==> src/rtl/memory_arbiter.sv <==
// Round-robin arbiter sharing one RAM port among NREQ cache requesters, one transaction at a time.
// Define ARB_LOCK_EN to let the owner keep the port across transactions while its req_lock is high.
module memory_arbiter #(
   parameter int NREQ = 4,
   parameter int IDW  = $clog2(NREQ)
) (
   input  logic               CLK,
   input  logic               nRST,
   input  logic [NREQ-1:0]    req_ren,
   input  logic [NREQ-1:0]    req_wen,
   input  logic [NREQ-1:0]    req_lock,
   input  logic [NREQ*32-1:0] req_addr,
   input  logic [NREQ*32-1:0] req_store,
   output logic [NREQ-1:0]    req_done,
   output logic [NREQ-1:0]    req_err,
   output logic [31:0]        req_load,
   output logic               gnt_valid,
   output logic [IDW-1:0]     gnt_id,
   output logic               ramREN,
   output logic               ramWEN,
   output logic [31:0]        ramaddr,
   output logic [31:0]        ramstore,
   input  logic [31:0]        ramload,
   input  logic [1:0]         ramstate
);

   // state  | meaning
   // IDLE   | no transaction; pick next pending requester from ptr
   // ISSUE  | drive latched request to RAM until ACCESS or ERROR
   // DONE   | one-cycle req_done to owner, advance ptr
   // ERR    | one-cycle req_err to owner, advance ptr
   typedef enum logic [1:0] {S_IDLE, S_ISSUE, S_DONE, S_ERR} state_t;

   localparam logic [1:0] RAM_ACCESS = 2'd2;
   localparam logic [1:0] RAM_ERROR  = 2'd3;

   state_t           state_q, state_d;
   logic [IDW-1:0]   ptr_q, ptr_d;
   logic [IDW-1:0]   gnt_id_q, gnt_id_d;
   logic [31:0]      addr_q, addr_d;
   logic [31:0]      store_q, store_d;
   logic             wen_q, wen_d;
   logic [31:0]      load_q, load_d;

   logic [NREQ-1:0]  pend;
   logic             found;
   logic [IDW-1:0]   pick;
   logic [IDW-1:0]   next_ptr;

   assign pend = req_ren | req_wen;

   always_comb begin
      found = 1'b0;
      pick  = ptr_q;
      for (int i = 0; i < NREQ; i++) begin
         if (!found && pend[(int'(ptr_q) + i) % NREQ]) begin
            found = 1'b1;
            pick  = IDW'((int'(ptr_q) + i) % NREQ);
         end
      end
   end

   assign next_ptr = (int'(gnt_id_q) == NREQ - 1) ? '0 : gnt_id_q + IDW'(1);

`ifndef ARB_LOCK_EN
   logic unused_lock;
   assign unused_lock = ^req_lock;
`endif

   always_comb begin
      state_d  = state_q;
      ptr_d    = ptr_q;
      gnt_id_d = gnt_id_q;
      addr_d   = addr_q;
      store_d  = store_q;
      wen_d    = wen_q;
      load_d   = load_q;
      ramREN   = 1'b0;
      ramWEN   = 1'b0;
      ramaddr  = '0;
      ramstore = '0;
      req_done = '0;
      req_err  = '0;
      case (state_q)
         S_IDLE: begin
            if (found) begin
               state_d  = S_ISSUE;
               gnt_id_d = pick;
               addr_d   = req_addr[32*int'(pick) +: 32];
               store_d  = req_store[32*int'(pick) +: 32];
               wen_d    = req_wen[pick];
            end
         end
         S_ISSUE: begin
            // RAM only ever sees the latched copy, so requester churn is invisible here
            ramREN   = ~wen_q;
            ramWEN   = wen_q;
            ramaddr  = addr_q;
            ramstore = store_q;
            if (ramstate == RAM_ACCESS) begin
               state_d = S_DONE;
               load_d  = ramload;
            end else if (ramstate == RAM_ERROR) begin
               state_d = S_ERR;
            end
         end
         S_DONE: begin
            req_done[gnt_id_q] = 1'b1;
            state_d            = S_IDLE;
            ptr_d              = next_ptr;
`ifdef ARB_LOCK_EN
            // pointing ptr at the owner makes it first in the next search
            if (req_lock[gnt_id_q]) ptr_d = gnt_id_q;
`endif
         end
         S_ERR: begin
            req_err[gnt_id_q] = 1'b1;
            state_d           = S_IDLE;
            ptr_d             = next_ptr;
         end
         default: state_d = S_IDLE;
      endcase
   end

   always_ff @(posedge CLK) begin
      if (!nRST) begin
         state_q  <= S_IDLE;
         ptr_q    <= '0;
         gnt_id_q <= '0;
         addr_q   <= '0;
         store_q  <= '0;
         wen_q    <= 1'b0;
         load_q   <= '0;
      end else begin
         state_q  <= state_d;
         ptr_q    <= ptr_d;
         gnt_id_q <= gnt_id_d;
         addr_q   <= addr_d;
         store_q  <= store_d;
         wen_q    <= wen_d;
         load_q   <= load_d;
      end
   end

   assign gnt_valid = (state_q != S_IDLE);
   assign gnt_id    = gnt_id_q;
   assign req_load  = load_q;

endmodule
==> config.mk <==
export PLATFORM = sky130hd
export DESIGN_NAME = memory_arbiter
export DESIGN_NICKNAME = d
export VERILOG_FILES = /design/src/rtl/memory_arbiter.sv
export SDC_FILE = /design/constraint.sdc
export NUM_CORES = 1
export LEC_CHECK = 0
export ABC_AREA = 1
export BUFFER_PORTS_ARGS = -buffer_cell sky130_fd_sc_hd__buf_2
export CAP_MARGIN = 40
export CORE_AREA = 2 2 160 162
export DETAILED_ROUTE_END_ITERATION = 10
export DIE_AREA = 0 0 162 164
export PLACE_DENSITY_LB_ADDON = 0.12
export SLEW_MARGIN = 20
export SYNTH_ARGS = -nofsm -noshare
export SYNTH_HDL_FRONTEND = slang
export SYNTH_SLANG_ARGS = --single-unit
==> constraint.sdc <==
create_clock -name CLK -period 2.1 [get_ports CLK]
set_clock_uncertainty 0.15 [all_clocks]
set_input_delay 0.42 -clock CLK [delete_from_list [all_inputs] [get_ports CLK]]
set_output_delay 0.42 -clock CLK [all_outputs]
set_load 0.005 [all_outputs]
; ---- After elaboration in Yosys (flattened, before gate mapping)
; Index checks and enable logic that the tools add are counted.
[classes]
n_bitwise = 5
reduce_logical = 16
n_shift = 2
muxes = 33
n_addsub = 4
n_lt_le_gt_ge = 7
n_eq_ne = 8
[op_table]
columns = operator, count
row1 = $shiftx 128x8->32, 2
row2 = $mux 32, 2
row3 = $mux 1, 15
row4 = $mux 2, 7
row5 = $lt 3x4->1 const B, 3
row6 = $bmux 1 s2, 5
row7 = $lt 2x3->1 const B, 3
row8 = $eq 2x2->1 const B, 4
row9 = $mux 4, 2
row10 = $reduce_or 2->1, 4
row11 = $pmux 2 s3, 1
row12 = $reduce_and 2->1, 3
row13 = $add 2x1->2 const B, 2
row14 = $add 2x2->2 const B, 2
row15 = $eq 2x1->1 const B, 2
row16 = $logic_and 1x1->1, 4
row17 = $or 4x4->4, 1
row18 = $and 1x1->1 const A, 3
row19 = $logic_not 1->1, 3
row20 = $ne 3x3->1 const B, 1
row21 = $demux 1 s2, 1
row22 = $ge 2x1->1 const B, 1
row23 = $logic_not 2->1, 1
row24 = $ne 2x2->1 const B, 1
row25 = 2 further kinds, 2
[word_totals]
reg_bits = 103
output_inout_bits = 109
elab_cells = 82
in_bits = 304

; ---- Longest topological paths before layout
[depth]
ltp_word = 16
ltp_mapped = 19
depth_no_buf = 16

; ---- Worst setup path before layout
; No wires, ideal clock.
[synth_path]
path_kind = input port to flip-flop
start = in req_ren[2]
end = reg store_q[10]
stages = 14
path_slack_ns = 0.049
t_arrival_ns = 1.788
required_time_ns = 1.836
path_buffers = 2
setup_ns = 0.114
path_cell_list = nor2_1 -> nand2_1 -> nand3_1 -> nand2_1 -> nor2_8 -> nand3_2 -> nand2_2 -> nand2_2 -> buf_6 -> buf_2 -> nand2_1 -> nand2_1 -> o21ai_1 -> nor2_1
[synth_between]
elab_chain_cells = 14
elab_cells_between_ends = 27
cone_classes = 1 x shift / 18 x mux / 1 x bitwise / 7 x reduce/logical
[synth_lines]
columns = item, line_no
row1 = start: declaration, 9  ; input logic [NREQ-1:0] req_ren,
row2 = $or 4x4->4 (*), 50  ; assign pend = req_ren | req_wen;
row3 = $bmux 1 s2, 56  ; if (!found && pend[(int'(ptr_q) + i) % NREQ]) begin
row4 = $mux 1 (implied by the code), 56
row5 = $mux 1, 56
row6 = $logic_not 1->1, 56
row7 = $logic_and 1x1->1, 56
row8 = $mux 1, 56
row9 = $logic_not 1->1, 56
row10 = $logic_and 1x1->1, 56
row11 = $mux 1, 56
row12 = $logic_not 1->1, 56
row13 = $logic_and 1x1->1, 56
row14 = $mux 2 or $mux 1 (tied branches), 56
row15 = $shiftx 128x8->32 or $reduce_and 2->1 (tied branches), n/a
row16 = end signal: assignment, 139  ; store_q <= store_d;
row17 = end: declaration, 41  ; logic [31:0] store_q, store_d;
; Every way passes the cells marked *; elsewhere a longest branch is shown, timed or not. The select of a mux whose other input is x is not followed.
; A chain may end at the register's enable or synchronous reset.

; ---- Worst setup path after layout
[layout_path]
start = reg ptr_q[0]
end = reg store_q[5]
[layout_between]
elab_chain_cells = 13
elab_cells_between_ends = 29
cone_classes = 3 x add/sub / 1 x shift / 18 x mux / 7 x reduce/logical
[layout_lines]
columns = item, line_no
row1 = start: declaration, 38  ; logic [IDW-1:0] ptr_q, ptr_d;
row2 = start signal: assignment, 136  ; ptr_q <= ptr_d;
row3 = $add 2x1->2 or $bmux 1 s2 (tied branches), "56, 58"
row4 = $bmux 1 s2 or $mux 1 (tied branches), 56
row5 = $mux 1 (implied by the code), 56
row6 = $mux 1 (implied by the code) or $logic_not 1->1 (tied branches), 56
row7 = $logic_and 1x1->1, 56
row8 = $mux 1, 56
row9 = $logic_not 1->1, 56
row10 = $logic_and 1x1->1, 56
row11 = $mux 1, 56
row12 = $logic_not 1->1, 56
row13 = $logic_and 1x1->1, 56
row14 = $mux 2 or $mux 1 (tied branches), 56
row15 = $shiftx 128x8->32 or $reduce_and 2->1 (tied branches), n/a
; Several ways; a longest one is shown, not always the timed one. The select of a mux whose other input is x is not followed.

==> impl_metrics.json <==
{
  "status": "complete, but fails checks",
  "violations": "setup timing",
  "hp-class": "input port to register",
  "syn_nets": 1546,
  "top_layer_used": "met5",
  "fin_ws_ns": -0.1377,
  "drt-met1-wl_mm": 13.39,
  "drv_slew": 0,
  "route.met2.wl_mm": 16.08,
  "vias_per_cell": 4.682,
  "leakagePower_nw": 6.429,
  "dr.first_iter.drc_count": 439,
  "worst_ir_drop_vdd_v": 0.0003469,
  "dieArea_um2": 26570,
  "routed_wirelength_mm": 32.62,
  "rows": 58,
  "ant_nets": 0,
  "drt_pass1_iterations": 5,
  "arrival_ns": 2.39,
  "drive_gt1_frac": 0.4039,
  "pin_count": 413,
  "syn-instance-count": 1238,
  "cts_hold_buf": 0,
  "numCtsBuffers": 9,
  "required_ns": 2.25,
  "port_buffers": 408,
  "grt_setup_unrepaired": "true",
  "fmax_ghz": 0.4469,
  "grt_overflow": 0,
  "final_nets": 1975,
  "core_um2": 24820,
  "ys_seq_area_frac": 0.2966,
  "yosysWarnings": 0,
  "critPathKind": "register to register",
  "relSlewSlack": 0.6596,
  "root_buffer": "clkbuf_16",
  "vias": 9393,
  "die_w_um": 162,
  "cts_sinks": 103,
  "dp_worst_setup_slack_ns": -0.4648,
  "synth_area_per_cell_um2": 5.616,
  "finalHoldViolCount": 0,
  "initial_core_util": 0.2801,
  "clkTransAtPathRegs_ns": 0.08,
  "routabilityCongestion": 0.8415,
  "route.met3.wl_mm": 2.225,
  "cap_violations": 0,
  "grt_first_pass_wirelength_mm": 46.54,
  "die_h_um": 164,
  "syn_area_um2": 6953,
  "h-tree-depth": 3,
  "grt_max_degree": 41,
  "r2r_setup_slack_ns": -0.14,
  "hpwl_mm": 21.10,
  "drc_errors": 0,
  "cts_tree": "yes",
  "antenna_found_initial": 8,
  "finalCritPeriodShare": 1.066,
  "drt-wirelength-per-cell_um": 16.26,
  "postLayoutCoreUtil": 0.4623,
  "cts_buffer_depth": 2,
  "start_kind": "register",
  "clkLatencyLatePin_ns": 0.35,
  "crit_fanout": 8,
  "tightest_slew_ns": 0.5106,
  "worst_setup_path_end_kind": "register",
  "setup_viol": 69,
  "ys_seq_elements": 103,
  "grt_usage": 0.2225,
  "fin_crit_ns": 2.238,
  "power.density_nw_per_um2": 647.2,
  "synth_cell_types": 26,
  "synthToLayoutAreaGrowth_pct": 65.02,
  "grt_pass1_vias": 8766
}
==> registers in the layout, indices dropped and copies added, names as in the netlist <==
name and flops:
wen_q 1, state_q 2, req_load 32, gnt_id 2
addr_q 32, store_q 32, ptr_q 2
==> worst max-delay path, cell delays in order (launching register included) <==
cell	delay [ns]
dfxtp_2	0.33
buf_12	0.14
inv_8	0.07
nand2_1	0.09
nand3_2	0.11
nand2_4	0.07
nor2_8	0.15
nand4_4	0.14
buf_12	0.18
nand2_8	0.11
buf_6	0.14
clkbuf_16	0.17
nand2_2	0.05
nand2_1	0.05
nand2_1	0.05
nand3_1	0.08
nand2_1	0.05
inv_1	0.04
==> cells in the mapped netlist <==
library cell	n	area [µm²]
ha_1	4	50.05
nor2_8	1	20.02
nand2_4	2	22.52
nand3_2	4	40.04
nand2_1	389	1460
o211ai_1	1	7.510
inv_1	109	409.1
inv_4	2	12.51
dfxtp_1	103	2062
nor2_4	1	11.26
a21oi_1	69	345.3
buf_1	6	22.52
o21ai_0	35	175.2
clkbuf_1	37	138.9
o21ai_1	35	175.2
nand4_4	1	21.27
nand3_1	169	845.8
nor3_1	2	10.01
buf_4	4	30.03
a211oi_1	1	7.510
inv_2	2	7.510
nor2_1	214	803.3
buf_2	37	185.2
o21ai_2	1	8.760
buf_6	5	56.30
nand2_2	4	25.02
==> path summary, 6_finish.rpt <==
kind | from | endpoint | depth (start not counted)
worst min-delay path | ramload[28] | req_load[28] | 3
worst max register to register | ptr_q[0] | store_q[5] | 17
worst min register to register | req_load[23] | req_load[23] | 2
worst max-delay path | ptr_q[0] | store_q[5] | 17
==> power breakdown <==
group,switching [W],leakage [nW],total (W),internal [W]
clock,0.000841,0.148,0.00178,0.000942
sequential,0.0000733,0.852,0.00228,0.00220
combinational,0.00188,5.43,0.00337,0.00149
==> area by class of cell <==
class	count	area, µm²
diodes	5	12.51
clock buffers	9	225.2
clock inverters	6	76.32
fillers	2724	13350
inverters	113	446.7
multi-input cells	933	4616
flip-flops and latches	103	2066
well taps	330	412.9
repair buffers	506	3607
repair inverters	1	11.26
==> cells in the final DEF, fill, tap and decap left out, types with 4 or more instances in the layout <==
| cell type | Yosys | layout |
|---|---|---|
| a21oi_1 | 69 | 69 |
| buf_12 | 0 | 26 |
| buf_16 | 0 | 8 |
| buf_2 | 37 | 403 |
| buf_4 | 4 | 38 |
| buf_6 | 5 | 15 |
| clkbuf_16 | 0 | 21 |
| dfxtp_1 | 103 | 100 |
| diode_2 | 0 | 5 |
| ha_1 | 4 | 4 |
| inv_1 | 109 | 107 |
| nand2_1 | 389 | 333 |
| nand2_2 | 4 | 47 |
| nand2_4 | 2 | 13 |
| nand3_1 | 169 | 157 |
| nand3_2 | 4 | 12 |
| nand3_4 | 0 | 4 |
| nor2_1 | 214 | 168 |
| nor2_2 | 0 | 28 |
| nor2_4 | 1 | 19 |
| o21ai_0 | 35 | 35 |
| o21ai_1 | 35 | 20 |
| o21ai_2 | 1 | 15 |
==> layer usage <==
metal	vias up	track usage
met5	-	0
met3	57	0.05000
met4	6	0.08488
met2	355	0.3925
li1	4730	-
met1	4245	0.2633
==> per-stage QoR <==
| stage | total power (W) | hold WS [ns] | setup TNS (ns) | instance area (µm²) | std cells |
|---|---|---|---|---|---|
| floorplan | 0.003821 | 0.3519 | 0 | 6953 | 1238 |
| global placement | 0.004870 | 0.3370 | -22.15 | 9633 | 1941 |
| detailed placement | 0.004880 | 0.3417 | -23.77 | 9633 | 1941 |
| CTS | 0.006965 | 0.1159 | -6.014 | 10490 | 1978 |
| global route | 0.007914 | 0.1179 | -16.39 | 11470 | 2005 |
| finish | 0.007426 | 0.1287 | -6.394 | 11470 | 2006 |
==> logic make-up (layout without fill, tap and decap cells) <==
family,count (synthesis),in the layout,share of synthesized area
and+or+nand+nor,787,787,0.4688
buffers and inverters,202,635,0.1240
AOI/OAI and AO/OA,142,142,0.1035
DFF,103,103,0.2966
adders and majority gates,4,4,0.007198
other,0,5,0
==> timing repair <==
action                     CTS  global route
setup endpoints to repair  121           102
buffers inserted            14            10
cloned                       8            14
gates resized for setup     47           172
pin swaps                   14            48
Note: power is estimated with default switching activity, not from simulation.
